$ cat config.mk
export PLATFORM = sky130hd
export DESIGN_NAME = uart_autobaud
export DESIGN_NICKNAME = d
export VERILOG_FILES = /design/src/rtl/uart_pkg.sv /design/src/rtl/sync_edge_det.sv /design/src/rtl/uart_autobaud.sv
export SDC_FILE = /design/constraint.sdc
export NUM_CORES = 1
export LEC_CHECK = 0
export ABC_AREA = 1
export CAP_MARGIN = 25
export CORE_AREA = 2 2 152 154
export CTS_BUF_LIST = sky130_fd_sc_hd__clkbuf_4 sky130_fd_sc_hd__clkbuf_8
export DETAILED_ROUTE_END_ITERATION = 6
export DIE_AREA = 0 0 154 156
export HOLD_SLACK_MARGIN = 0.1
export PLACE_DENSITY = 0.79
export SLEW_MARGIN = 30
export SYNTH_ARGS = -nofsm -noshare
export SYNTH_HDL_FRONTEND = slang
export SYNTH_SLANG_ARGS = --single-unit
$ cat constraint.sdc
create_clock -name clk_i -period 5 [get_ports clk_i]
set_input_delay 0.75 -clock clk_i [delete_from_list [all_inputs] [get_ports clk_i]]
set_output_delay 0.75 -clock clk_i [all_outputs]
set_load 0.01 [all_outputs]
$ cat src/rtl/uart_pkg.sv
// Shared types and constants for the UART autobaud measurement block.
package uart_pkg;

  typedef enum logic [1:0] {
    ST_IDLE,
    ST_ARMED,
    ST_MEASURE,
    ST_CALC
  } state_t;

  localparam logic [7:0] SYNC_CHAR = 8'h55;
  localparam int         MEAS_BITS = 8;

  // Falling edges seen on an idle-high line carrying one framed character
  // (start bit, data LSB first, stop bit).
  function automatic int sync_falls(input logic [7:0] ch);
    logic [9:0] frame;
    logic       prev;
    int         n;
    frame = {1'b1, ch, 1'b0};
    prev  = 1'b1;
    n     = 0;
    for (int i = 0; i < 10; i++) begin
      if (prev && !frame[i]) n++;
      prev = frame[i];
    end
    return n;
  endfunction

  localparam int SYNC_FALLS = sync_falls(SYNC_CHAR);

endpackage

$ cat src/rtl/sync_edge_det.sv
// Two-flop synchronizer for the raw rx line plus rise/fall detection on the
// synchronized level. All flops reset high so an idle line gives no edge.
module sync_edge_det (
  input  logic clk_i,
  input  logic rst_i,
  input  logic d_i,
  output logic rise_o,
  output logic fall_o
);

  logic s1_q, s1_d;
  logic s2_q, s2_d;
  logic prev_q, prev_d;

  // Shift the line through the synchronizer and one history stage.
  always_comb begin
    s1_d   = d_i;
    s2_d   = s1_q;
    prev_d = s2_q;
  end

  // Synchronizer and history registers.
  always_ff @(posedge clk_i) begin
    if (rst_i) begin
      s1_q   <= 1'b1;
      s2_q   <= 1'b1;
      prev_q <= 1'b1;
    end else begin
      s1_q   <= s1_d;
      s2_q   <= s2_d;
      prev_q <= prev_d;
    end
  end

  assign rise_o = s2_q & ~prev_q;
  assign fall_o = ~s2_q & prev_q;

endmodule

$ cat src/rtl/uart_autobaud.sv
// Measures the bit period of a 0x55 sync character and produces a baud divider.
//
// state      | meaning
// -----------+-------------------------------------------------------------
// ST_IDLE    | waiting for start_i; divider outputs hold last lock
// ST_ARMED   | waiting for the first falling edge (start bit)
// ST_MEASURE | timing falling-edge intervals, checking runs/deviation/timeout
// ST_CALC    | one cycle: divide T8 by MEAS_BITS with rounding, pulse done
module uart_autobaud
  import uart_pkg::*;
#(
  parameter int MIN_BIT_CYC = 4,
  parameter int TIMEOUT_CYC = 2**24
) (
  input  logic        clk_i,
  input  logic        rst_i,
  input  logic        rx_i,
  input  logic        start_i,
  output logic        busy_o,
  output logic [31:0] baud_div_o,
  output logic        baud_valid_o,
  output logic        done_o,
  output logic        err_o
);

  localparam int INT_W     = $clog2(TIMEOUT_CYC + 1);
  localparam int RUN_W     = $clog2(MIN_BIT_CYC + 1);
  localparam int TOT_W     = 35;
  localparam int FC_W      = 3;
  localparam int DIV_SHIFT = $clog2(MEAS_BITS);
  // Value of the falls-after-first counter when the last sync edge arrives.
  localparam int LAST_FALL = SYNC_FALLS - 2;

  state_t             state_q, state_d;
  logic [TOT_W-1:0]   tot_q, tot_d;
  logic [INT_W-1:0]   int_q, int_d;
  logic [RUN_W-1:0]   run_q, run_d;
  logic [INT_W-1:0]   i1_q, i1_d;
  logic [FC_W-1:0]    fcnt_q, fcnt_d;
  logic [TOT_W-1:0]   t8_q, t8_d;
  logic [31:0]        div_q, div_d;
  logic               valid_q, valid_d;
  logic               done_q, done_d;
  logic               err_q, err_d;

  logic               rise, fall;
  logic [INT_W-1:0]   int_now;
  logic [RUN_W-1:0]   run_now;
  logic [TOT_W-1:0]   tot_now;
  logic [INT_W-1:0]   dev;
  logic               err_now;

  sync_edge_det u_sync (
    .clk_i  (clk_i),
    .rst_i  (rst_i),
    .d_i    (rx_i),
    .rise_o (rise),
    .fall_o (fall)
  );

  // Counter values including the current cycle; the run counter saturates
  // once the run is long enough to be legal.
  assign int_now = int_q + INT_W'(1);
  assign tot_now = tot_q + TOT_W'(1);
  assign run_now = (run_q == RUN_W'(MIN_BIT_CYC)) ? run_q : run_q + RUN_W'(1);
  assign dev     = (int_now > i1_q) ? (int_now - i1_q) : (i1_q - int_now);

  // Next-state, counter and output logic.
  always_comb begin
    state_d = state_q;
    tot_d   = tot_q;
    int_d   = int_q;
    run_d   = run_q;
    i1_d    = i1_q;
    fcnt_d  = fcnt_q;
    t8_d    = t8_q;
    div_d   = div_q;
    valid_d = valid_q;
    done_d  = 1'b0;
    err_d   = 1'b0;
    err_now = 1'b0;

    case (state_q)
      ST_IDLE: begin
        if (start_i) state_d = ST_ARMED;
      end

      ST_ARMED: begin
        if (fall) begin
          state_d = ST_MEASURE;
          tot_d   = '0;
          int_d   = '0;
          run_d   = '0;
          fcnt_d  = '0;
        end
      end

      ST_MEASURE: begin
        tot_d   = tot_now;
        int_d   = int_now;
        run_d   = run_now;
        err_now = (int_now == INT_W'(TIMEOUT_CYC)) || (&tot_q) ||
                  ((rise || fall) && (run_now < RUN_W'(MIN_BIT_CYC)));
        if (rise || fall) run_d = '0;
        if (fall) begin
          int_d  = '0;
          fcnt_d = fcnt_q + FC_W'(1);
          if (fcnt_q == '0) i1_d = int_now;
          else if (dev > (i1_q >> 2)) err_now = 1'b1;
        end
        if (err_now) begin
          err_d   = 1'b1;
          state_d = ST_IDLE;
        end else if (fall && (fcnt_q == FC_W'(LAST_FALL))) begin
          t8_d    = tot_now;
          state_d = ST_CALC;
        end
      end

      ST_CALC: begin
        div_d   = 32'((({1'b0, t8_q} + 36'(MEAS_BITS / 2)) >> DIV_SHIFT) - 36'd1);
        valid_d = 1'b1;
        done_d  = 1'b1;
        state_d = ST_IDLE;
      end

      default: state_d = ST_IDLE;
    endcase
  end

  // State register.
  always_ff @(posedge clk_i) begin
    if (rst_i) state_q <= ST_IDLE;
    else       state_q <= state_d;
  end

  // Counters, captured intervals and output registers.
  always_ff @(posedge clk_i) begin
    if (rst_i) begin
      tot_q   <= '0;
      int_q   <= '0;
      run_q   <= '0;
      i1_q    <= '0;
      fcnt_q  <= '0;
      t8_q    <= '0;
      div_q   <= '0;
      valid_q <= 1'b0;
      done_q  <= 1'b0;
      err_q   <= 1'b0;
    end else begin
      tot_q   <= tot_d;
      int_q   <= int_d;
      run_q   <= run_d;
      i1_q    <= i1_d;
      fcnt_q  <= fcnt_d;
      t8_q    <= t8_d;
      div_q   <= div_d;
      valid_q <= valid_d;
      done_q  <= done_d;
      err_q   <= err_d;
    end
  end

  assign busy_o       = (state_q != ST_IDLE);
  assign baud_div_o   = div_q;
  assign baud_valid_o = valid_q;
  assign done_o       = done_q;
  assign err_o        = err_q;

endmodule

After elaboration in Yosys (flattened, before gate mapping)
Cells that the tools add are included.
Widths: inputs -> output; s select.
Storage, ports and cells
  register bits: 166
  input bits: 4
  output and inout port bits: 36
  logic and storage cells: 80
Cells by class
  add/subtract/negate cells: 8
  $lt $le $gt $ge: 3
  equal/unequal tests: 10
  mux-type cells: 23
  bitwise logic cells: 6
  reductions and logical operators: 16
Operators by type and width (count)
  $mux 25: 3
  $pmux 35 s2: 1
  $pmux 25 s2: 1
  $sub 25x25->25: 2
  $add 35x1->35 const B: 1
  $add 35x3->35 const B: 1
  $mux 35: 1
  $reduce_and 35->1: 1
  $sub 32x1->32 const B: 1
  $add 25x1->25 const B: 1
  $eq 25x25->1 const B: 1
  $gt 25x23->1: 1
  $gt 25x25->1: 1
  $mux 3: 4
  $pmux 3 s2: 2
  $reduce_and 3->1: 4
  $mux 2: 4
  $pmux 2 s4: 1
  $add 3x1->3 const B: 2
  $mux 1: 6
  $ne 2x2->1 const B: 3
  $eq 2x2->1 const B: 2
  $not 1->1: 4
  $reduce_bool 2->1: 2
  12 further kinds: 16

Longest topological paths before layout
Gate-level depths: netlist (run 1).
  word-level depth: 11
  gate-level depth with buffers: 45
  depth with buffers taken out: 43

Cells and area by module
A second synthesis (run 1) with hierarchy kept.
Unflattened totals
  cells, all modules: 2143
  area, all modules: 12946.2 um^2
By module, submodules not included
  uart_autobaud: times used 1, cells each 2130, area an instance 12848.6 um^2, sequential area each 3223.1 um^2
  sync_edge_det: times used 1, cells each 13, area an instance 97.6 um^2, sequential area each 60.1 um^2

Worst setup path before layout (run 1)
Ideal clock, no wire load.
  path kind: reg2reg
  from: register int_q[0]
  to: register t8_q[19]
  setup time: 0.113 ns
  data arrival time: 4.861 ns
  required time: 4.887 ns
  setup slack: 0.026 ns
  stages on the path, launching flop included: 40
  path buffers: 4
  clock period less this slack: 4.974 ns
  path through: dfxtp_1 > ha_1 > nand2_1 > nor2_4 > nand2_2 > nor2_2 > xor2_2 > inv_1 > ha_1 > buf_4 > nand2_1 > nor2_1 > nand2_1 > nor2_1 > nand2_1 > clkinv_1 > nor2_1 > nor2_2 > (+4 left out) > xnor2_1 > inv_1 > ha_1 > a21oi_1 > o21ai_0 > a21oi_1 > nand2_1 > nand2_1 > nand2_1 > nand2_1 > nand2_1 > nand2_1 > nand3_1 > nand2_1 > nand4_4 > buf_4 > nor2_1 > nor2_1
On the way
  longest elaborated chain between the ends: 10
  elaborated cells on any way between the ends: 15
  those cells by class: add/sub (3); order compare (2); eq/ne (1); mux (5); bitwise (1); reduce/logical (3)
RTL lines
  start: declaration: RTL line uart_autobaud.sv:36  | logic [INT_W-1:0] int_q, int_d;
  start signal: assignment: RTL line uart_autobaud.sv:152  | int_q <= int_d;
  $add 25x1->25 (*): RTL line uart_autobaud.sv:63  | assign int_now = int_q + INT_W'(1);
  named net int_now[16]: RTL line uart_autobaud.sv:47  | logic [INT_W-1:0] int_now;
  $sub 25x25->25, or another cell as far along: RTL line uart_autobaud.sv:66  | assign dev = (int_now > i1_q) ? (int_now - i1_q) : (i1_q - int_now);
  $mux 25 / $logic_or 1x1->1 (equally long branches): RTL line uart_autobaud.sv:66, uart_autobaud.sv:102
  $gt 25x23->1 / $logic_or 1x1->1 (equally long branches): RTL line uart_autobaud.sv:109, uart_autobaud.sv:102
  $mux 1: RTL line uart_autobaud.sv:109  | else if (dev > (i1_q >> 2)) err_now = 1'b1;
  $mux 1: RTL line uart_autobaud.sv:108  | if (fcnt_q == '0) i1_d = int_now;
  $mux 1 (*): RTL line uart_autobaud.sv:105  | if (fall) begin
  $mux 1 (*): RTL line uart_autobaud.sv:83  | case (state_q)
  $not 1->1 (no source line) (*)
  $reduce_and 3->1 (no source line) (*)
  end signal: assignment: RTL line uart_autobaud.sv:156  | t8_q <= t8_d;
  end: declaration: RTL line uart_autobaud.sv:40  | logic [TOT_W-1:0] t8_q, t8_d;
The timed path passes the listed nets; every way through them passes the cells marked *. The select of a mux whose other input is x is not followed.
A chain may end at the register's enable or synchronous reset.

Final worst setup path (run 1)
  from: register int_q[9]
  to: register t8_q[17]
The elaborated chain is that of the path after synthesis.

==> results.md, run 1 <==
- Gpl congestion: 1.03
- Post-synthesis cell count: 2150
- Yosys top cell by area: dfxtp_1
- FF-to-FF End: t8_q[17]$_SDFFE_PP0P_
- I/O Buffers: 39
- Count of warnings emitted by yosys: 0
- Initial Util: 57.9%
- Synthesis-to-layout area growth: 28.7%
- Clock Skew: 16.8 ps
- DR vias: 14700
- FF-to-FF Start: int_q[9]$_SDFFE_PP0P_
- HPWL after detailed placement: 31300 um
- Clock sink count: 164
- Cts bufs inserted: 17
- First-pass GRT wire length: 66400 um
- Pre-CTS setup slack: -637 ps
- Rows: 55
- I/O pins: 40
- Failing checks: setup timing
- Worst-Skew Late Latency: 490 ps
- Clock-pin slew on the worst setup and hold paths: 100 ps
- Crit Path Class: reg -> reg
- Synth Flop Type: dfxtp_1
- Slowest cell on crit path: dfxtp_2
- CTS max path bufs: 2
- DRT antenna net count: 0
- Post-Route WL: 43000 um
- Final setup violation count: 36
- R2R setup slack: -340 ps
- Setup crit end: t8_q[17]$_SDFFE_PP0P_
- Die X: 154 um
- Tcrit/Tclk final: 107%
- Required @ worst endpoint: 5370 ps
- Worst-margin pin slew: 767 ps
- CP max FO: 8
- Worst VDD drop: 0.753 mV
- Setup ws final: -342 ps
- Cell leakage power: 0.00843 uW
- Avg Cell Area, Syn: 6.02 um2
- Global route total overflow: 0
- Number of synthesized register bits: 164
- Tmin final: 5340 ps
- Asr flop ratio synth: 0%
- Initial antenna violation count: 0
- Crit path launch type: register
- Die H: 156 um
- H-tree depth: 4
- Via density per instance: 5.45
- Nets@finish: 2487
- Hold Crit Class: reg -> reg
- Hold Violations, Final: 0
- Status: finished with violations
- Share of cells above drive strength 1: 21.4%
- Unrepaired setup endpoints after global routing: true
- Post-route DRC: 0
- Peak Freq: 187 MHz
- Reg2Reg Depth: 39
- Yosys cell types: 49
- GRT Util Overall: 34.4%
- Top cell type's share of synthesized area: 25.4%
- Maxcap violations: 0
- TritonRoute pass-1 iters: 6
- WL/cell: 15.9 um
- Critical path origin: int_q[9]$_SDFFE_PP0P_
- N_diodes: 0
- Hold buffer count at cts: 0
- Post-synthesis sequential area ratio: 25.4%
- EDFF count, synth: 0
- Largest net degree at the start of global routing: 92
- Synthesized cell area: 12900 um2
- Vias in the first global route: 13500
- Core area: 22400 um2
- Die ar.: 24000 um2
- CP most frequent cell: nand2_1
- Crit end category: register
- Max-slew violation count: 0
- Total negative slack: -10150 ps
- Clock Tree Root: clkbuf_8
- Largest stage delay on the critical path: 360 ps
- Syn_nets: 2238
- Largest cells by area after synthesis: dfxtp_1 (25%), nand2_1 (20%), inv_1 (8.8%)
- Power Density: 387 nW/um2
- DR iter-0 viols: 1386
- CTS tree: done
- Slew Limit Headroom: 48.8%
- Critical Path AT: 5710 ps
-- flip-flops by register name, summed over array words and instances, names as in the netlist, 2 cells and up --
name        cells
fcnt_q          3
t8_q           33
run_q           3
i1_q           25
int_q          25
state_q         2
baud_div_o     32
tot_q          35
-- worst min path at each step --
stage                           start                        to  slack [ps]  cells past startpoint
2_1_floorplan  u_sync.s1_q$_SDFF_PP1_  u_sync.prev_d$_SDFF_PP1_         390                      1
3_3_place_gp   u_sync.s1_q$_SDFF_PP1_  u_sync.prev_d$_SDFF_PP1_         390                      1
3_5_place_dp   u_sync.s1_q$_SDFF_PP1_  u_sync.prev_d$_SDFF_PP1_         400                      1
4_1_cts        u_sync.s1_q$_SDFF_PP1_  u_sync.prev_d$_SDFF_PP1_         420                      1
5_1_grt        u_sync.s1_q$_SDFF_PP1_  u_sync.prev_d$_SDFF_PP1_         430                      1
6_report       u_sync.s1_q$_SDFF_PP1_  u_sync.prev_d$_SDFF_PP1_         420                      1
-- per-stage QoR --
stage / utilization [%] / hold WS [ps] / instances / total power (uW) / instance area [um2]
floorplan: - / 389 / 2150 / 3520 / 12900
global placement: 67.2 / 393 / 2628 / 4810 / 15000
detailed placement: 67.2 / 402 / 2628 / 4880 / 15000
CTS: 72.9 / 425 / 2690 / 6050 / 16300
global route: 74.5 / 434 / 2697 / 6890 / 16700
finish: 74.5 / 421 / 2697 / 6460 / 16700
-- critical path, delay by kind of cell (launching register included) --
kind	cells	cell delay [ps]
xor gates and xnor gates	1	140
buffers and inverters	7	940
and+or+nand+nor	28	3010
adders and majority gates	2	580
DFF	1	360
AOI/OAI and AO/OA	1	200
-- cell type report --
class	count	area, um2
flip-flops and latches	164	3310
repair buffers	284	2350
clock buffers	19	255
inverters	319	1200
clock inverters	13	111
well taps	285	357
multi-input cells	1613	9070
fillers	1785	5700
-- cells in the final DEF (no fill, tap or decap), drive strengths merged, types with 4 or more instances in the layout --
cell type and n:
nand2 702, inv 325, nor2 295, buf 246, dfxtp 164, a21oi 151
nand3 85, ha 82, o21ai 74, xor2 68, clkdlybuf4s50 38, nor3 31
nand4 29, xnor2 23, clkbuf 19, nor4 11, o21bai 9, nand3b 7
or2 7, a31oi 7, o211ai 6, a21o 5, o221ai 4, clkinv 4
-- metal layers --
layer | GRT usage, % | vias to the layer above | share of wire (%)
li1 | - | 7206 | -
met4 | 9.48 | 0 | 1.8
met3 | 5.19 | 69 | 8.5
met5 | 0 | - | 0
met2 | 55.1 | 649 | 45
met1 | 48.3 | 6788 | 44
-- cell usage after synthesis, types with 4 or more instances --
master,count
nand2_2,7
nand2_1,695
a21o_1,5
buf_4,4
nor2_4,6
o21bai_1,9
o21ai_1,8
buf_2,9
xnor2_1,23
inv_2,12
nor3_1,26
a31oi_1,7
a21oi_1,151
nand3b_1,7
xor2_1,66
dfxtp_1,164
ha_1,82
o21ai_0,65
nor4_1,10
clkbuf_1,37
inv_1,305
o221ai_1,4
o211ai_1,6
or2_2,7
nand4_1,28
nor2_2,19
nand3_1,84
nor2_1,270
-- repair_timing --
action	4_1_cts	5_1_grt
endpoints found under the setup margin	36	36
gates resized for setup	149	92
gates cloned	4	0
buffers inserted	26	11
pin swaps	43	52
-- cell families (layout without fill, tap and decap cells) --
group	Yosys count	count (layout)	share of synthesized area (%)
fa+ha+maj	84	84	8.24
flops	164	164	25.4
compound gates	267	267	11.2
mux	2	2	0.155
simple gates	1169	1169	37.6
buf+inv	373	635	11.2
xor+xnor	91	91	6.27
-- power by group --
part	internal (uW)	leakage (uW)	total (uW)	switching, uW
combinational	1750	0.00692	4080	2340
clock	377	0.000181	947	570
sequential	1380	0.00133	1430	47.4
Power figures use the tool's default switching activity.
==> run 2: changes to the inputs <==
- ABC_AREA: 1 -> 0
- CORE_AREA: 2 2 152 154 -> 2 2 148 150
- CTS_CLUSTER_DIAMETER: unset -> 40
- DIE_AREA: 0 0 154 156 -> 0 0 150 152
- PLACE_DENSITY: 0.79 -> 0.78
==> run 2 against run 1 <==
Against the previous run: critical endpoint is now t8_q[34]$_SDFFE_PP0P_; cell count shrank 21%; die area shrank 5.1%; final area shrank 5.5%; synthesized cell count shrank 26%; hold slack gained 4.1 ps; sequential share of layout area grew 1.1 points; highest routed layer unchanged; global-route usage shrank 2.6 points; routed wire length shrank 13%; the flow still finishes with violations (setup timing); fmax shrank 14%; setup slack lost 880 ps; combinational power shrank 87%.
==> results.md, run 2 <==
- Max reg flops: 35
- Power Density: 182 nW/um2
- Clock-pin slew on the worst setup and hold paths: 100 ps
- Nets@finish: 1932
- Initial Util: 56.8%
- DRT antenna net count: 0
- TritonRoute pass-1 iters: 5
- Power Internal: 1940 uW
- Crit Path Class: reg -> reg
- DR vias: 12800
- Tcrit/Tclk final: 124%
- Yosys top cell by area: dfxtp_1
- Asr flop ratio synth: 0%
- Hold Slack: 425 ps
- Post-synthesis cell count: 1593
- WL met2: 16900 um
- DRT met1 WL: 17200 um
- Cts bufs inserted: 17
- Clock Skew: 27.1 ps
- Switching power: 925 uW
- Crit path launch type: register
- Cell leakage power: 0.00666 uW
- Required @ worst endpoint: 5370 ps
- Global route total overflow: 0
- Placed Instances: 2072
- Placed inst area: 14600 um2
- Fin cells: 2137
- Unrepaired setup endpoints after global routing: true
- Switching share of power: 32.2%
- I/O pins: 40
- Final setup violation count: 36
- Number of synthesized register bits: 164
- CTS max path bufs: 2
- Commonest non-fill, non-tap cell in the layout: buf_4
- Clock share of power: 36.1%
- WL/cell: 17.5 um
- Via density per instance: 5.97
- Clock Tree Root: clkbuf_8
- DR iter-0 viols: 1388
- Initial antenna violation count: 0
- Crit end category: register
- Die H: 152 um
- Yosys cell types: 79
- Maxcap violations: 0
- Post-route DRC: 0
- Hold Crit Class: reg -> reg
- I/O Buffers: 39
- Sequential share of power: 45.9%
- CP most frequent cell: a21oi_1
- Commonest cells after routing, fill and taps aside: buf_4 (284), nor2_1 (174), dfxtp_1 (156)
- Highest metal used: met4
- Slew Limit Headroom: 46.5%
- Total power: 2870 uW
- Max-slew violation count: 0
- Clock sink count: 164
- Post-synthesis sequential area ratio: 27.1%
- Gate power share: 18.0%
- Core area: 21400 um2
- Status: finished with violations
- GRT Util Overall: 31.8%
- Count of warnings emitted by yosys: 0
- Cell area after layout: 15700 um2
- Synthesized cell area: 12100 um2
- Synthesis-to-layout area growth: 29.8%
- Hold Violations, Final: 0
- Synth Flop Type: dfxtp_1
- Hold buffer count at cts: 0
- Peak Freq: 161 MHz
- First-pass GRT wire length: 59300 um
- Largest cells by area after synthesis: dfxtp_1 (27%), ha_1 (8.5%), a21oi_1 (6.2%)
- Vias in the first global route: 11700
- Die X: 150 um
- CP max FO: 8
- Commonest cells in the netlist: nor2_1 (179), dfxtp_1 (164), a21oi_1 (150), nand2_1 (132), ha_1 (82)
- Wire length on met3: 2550 um
- Worst-Skew Late Latency: 490 ps
- Largest Register: tot_q
- Die ar.: 22800 um2
- Largest net degree at the start of global routing: 91
- Avg Cell Area, Syn: 7.61 um2
- Pre-CTS setup slack: -1180 ps
- Critical Path AT: 6580 ps
- H-tree depth: 4
- Tmin final: 6220 ps
- Worst VDD drop: 0.174 mV
- Setup ws final: -1220 ps
- Area of the multi-input gates: 8630 um2
- Syn_nets: 1681
- Most instantiated library cell after synthesis: nor2_1
- CTS tree: done
- HPWL after detailed placement: 27100 um
- N_diodes: 0
- Fill cells: 1592
- Top cell type's share of synthesized area: 27.1%
- Gpl congestion: 0.991
- Rows: 54
- Register area: 3300 um2
- Failing checks: setup timing
- Post-Route WL: 37400 um
- Share of cells above drive strength 1: 25.2%
- Worst-margin pin slew: 795 ps
- Slowest cell on crit path: dfxtp_4
- Largest stage delay on the critical path: 380 ps
- EDFF count, synth: 0
==> run 2: worst max-delay path: cells and delay by family, from the launching register on <==
kind | cells | cell delay, ps
compound gates | 17 | 2860
xor+xnor | 2 | 280
fa+ha+maj | 3 | 790
buf+inv | 4 | 700
flops | 1 | 380
simple gates | 6 | 1090
==> run 2: through the flow <==
stage	util [%]	setup TNS, ps
final	73.7	-41640
after global routing	73.7	-49690
after CTS	72.1	-36370
after detailed placement	68.3	-40070
after global placement	68.3	-36830
after floorplan	-	-27250
==> run 2: cells by family (layout without fill, tap and decap cells) <==
| kind of cell | Yosys count | after routing | synth area share [%] |
|---|---|---|---|
| simple gates | 611 | 611 | 25.3 |
| compound gates | 411 | 411 | 22.4 |
| buf+inv | 183 | 447 | 6.13 |
| flops | 164 | 164 | 27.1 |
| xor+xnor | 124 | 124 | 8.95 |
| fa+ha+maj | 84 | 84 | 8.79 |
| mux | 16 | 16 | 1.36 |
==> run 2: power by group through the flow <==
stage          clock network (uW)  registers [uW]  logic, uW
2_1_floorplan                   0            1350        272
3_5_place_dp                    0            1350        419
5_1_grt                      1080            1320        550
3_3_place_gp                    0            1350        415
4_1_cts                      1030            1320        463
6_report                     1030            1320        517
==> run 2: final timing paths <==
| kind | from | endpoint | slack (ps) | cells after the start |
|---|---|---|---|---|
| setup reg to reg | int_q[1]$_SDFFE_PP0P_ | t8_q[34]$_SDFFE_PP0P_ | -1220 | 32 |
| hold reg to reg | u_sync.s1_q$_SDFF_PP1_ | u_sync.prev_d$_SDFF_PP1_ | 420 | 1 |
| setup / recovery | int_q[1]$_SDFFE_PP0P_ | t8_q[34]$_SDFFE_PP0P_ | -1220 | 32 |
| hold / removal | u_sync.s1_q$_SDFF_PP1_ | u_sync.prev_d$_SDFF_PP1_ | 420 | 1 |
==> run 2: timing repair <==
item                                    in CTS  in global routing
setup buffers                               16                 13
endpoints found under the setup margin      36                 36
resized for setup                           39                 44
gates cloned                                 2                  2
pin swaps                                   11                 17
==> run 2: final cells by class <==
class | count | share of cell area (%)
clock buffers | 17 | 1.49
repair buffers | 336 | 17.5
inverters | 79 | 1.88
multi-input cells | 1246 | 54.8
flip-flops and latches | 164 | 21.0
clock inverters | 15 | 1.14
well taps | 280 | 2.23
==> run 2: metal layers <==
metal  vias up  global-route usage, %
li1       6140                      -
met1      6017                   47.0
met2       534                   49.1
met3        64                   4.29
met4         0                   7.01
met5         -                      0
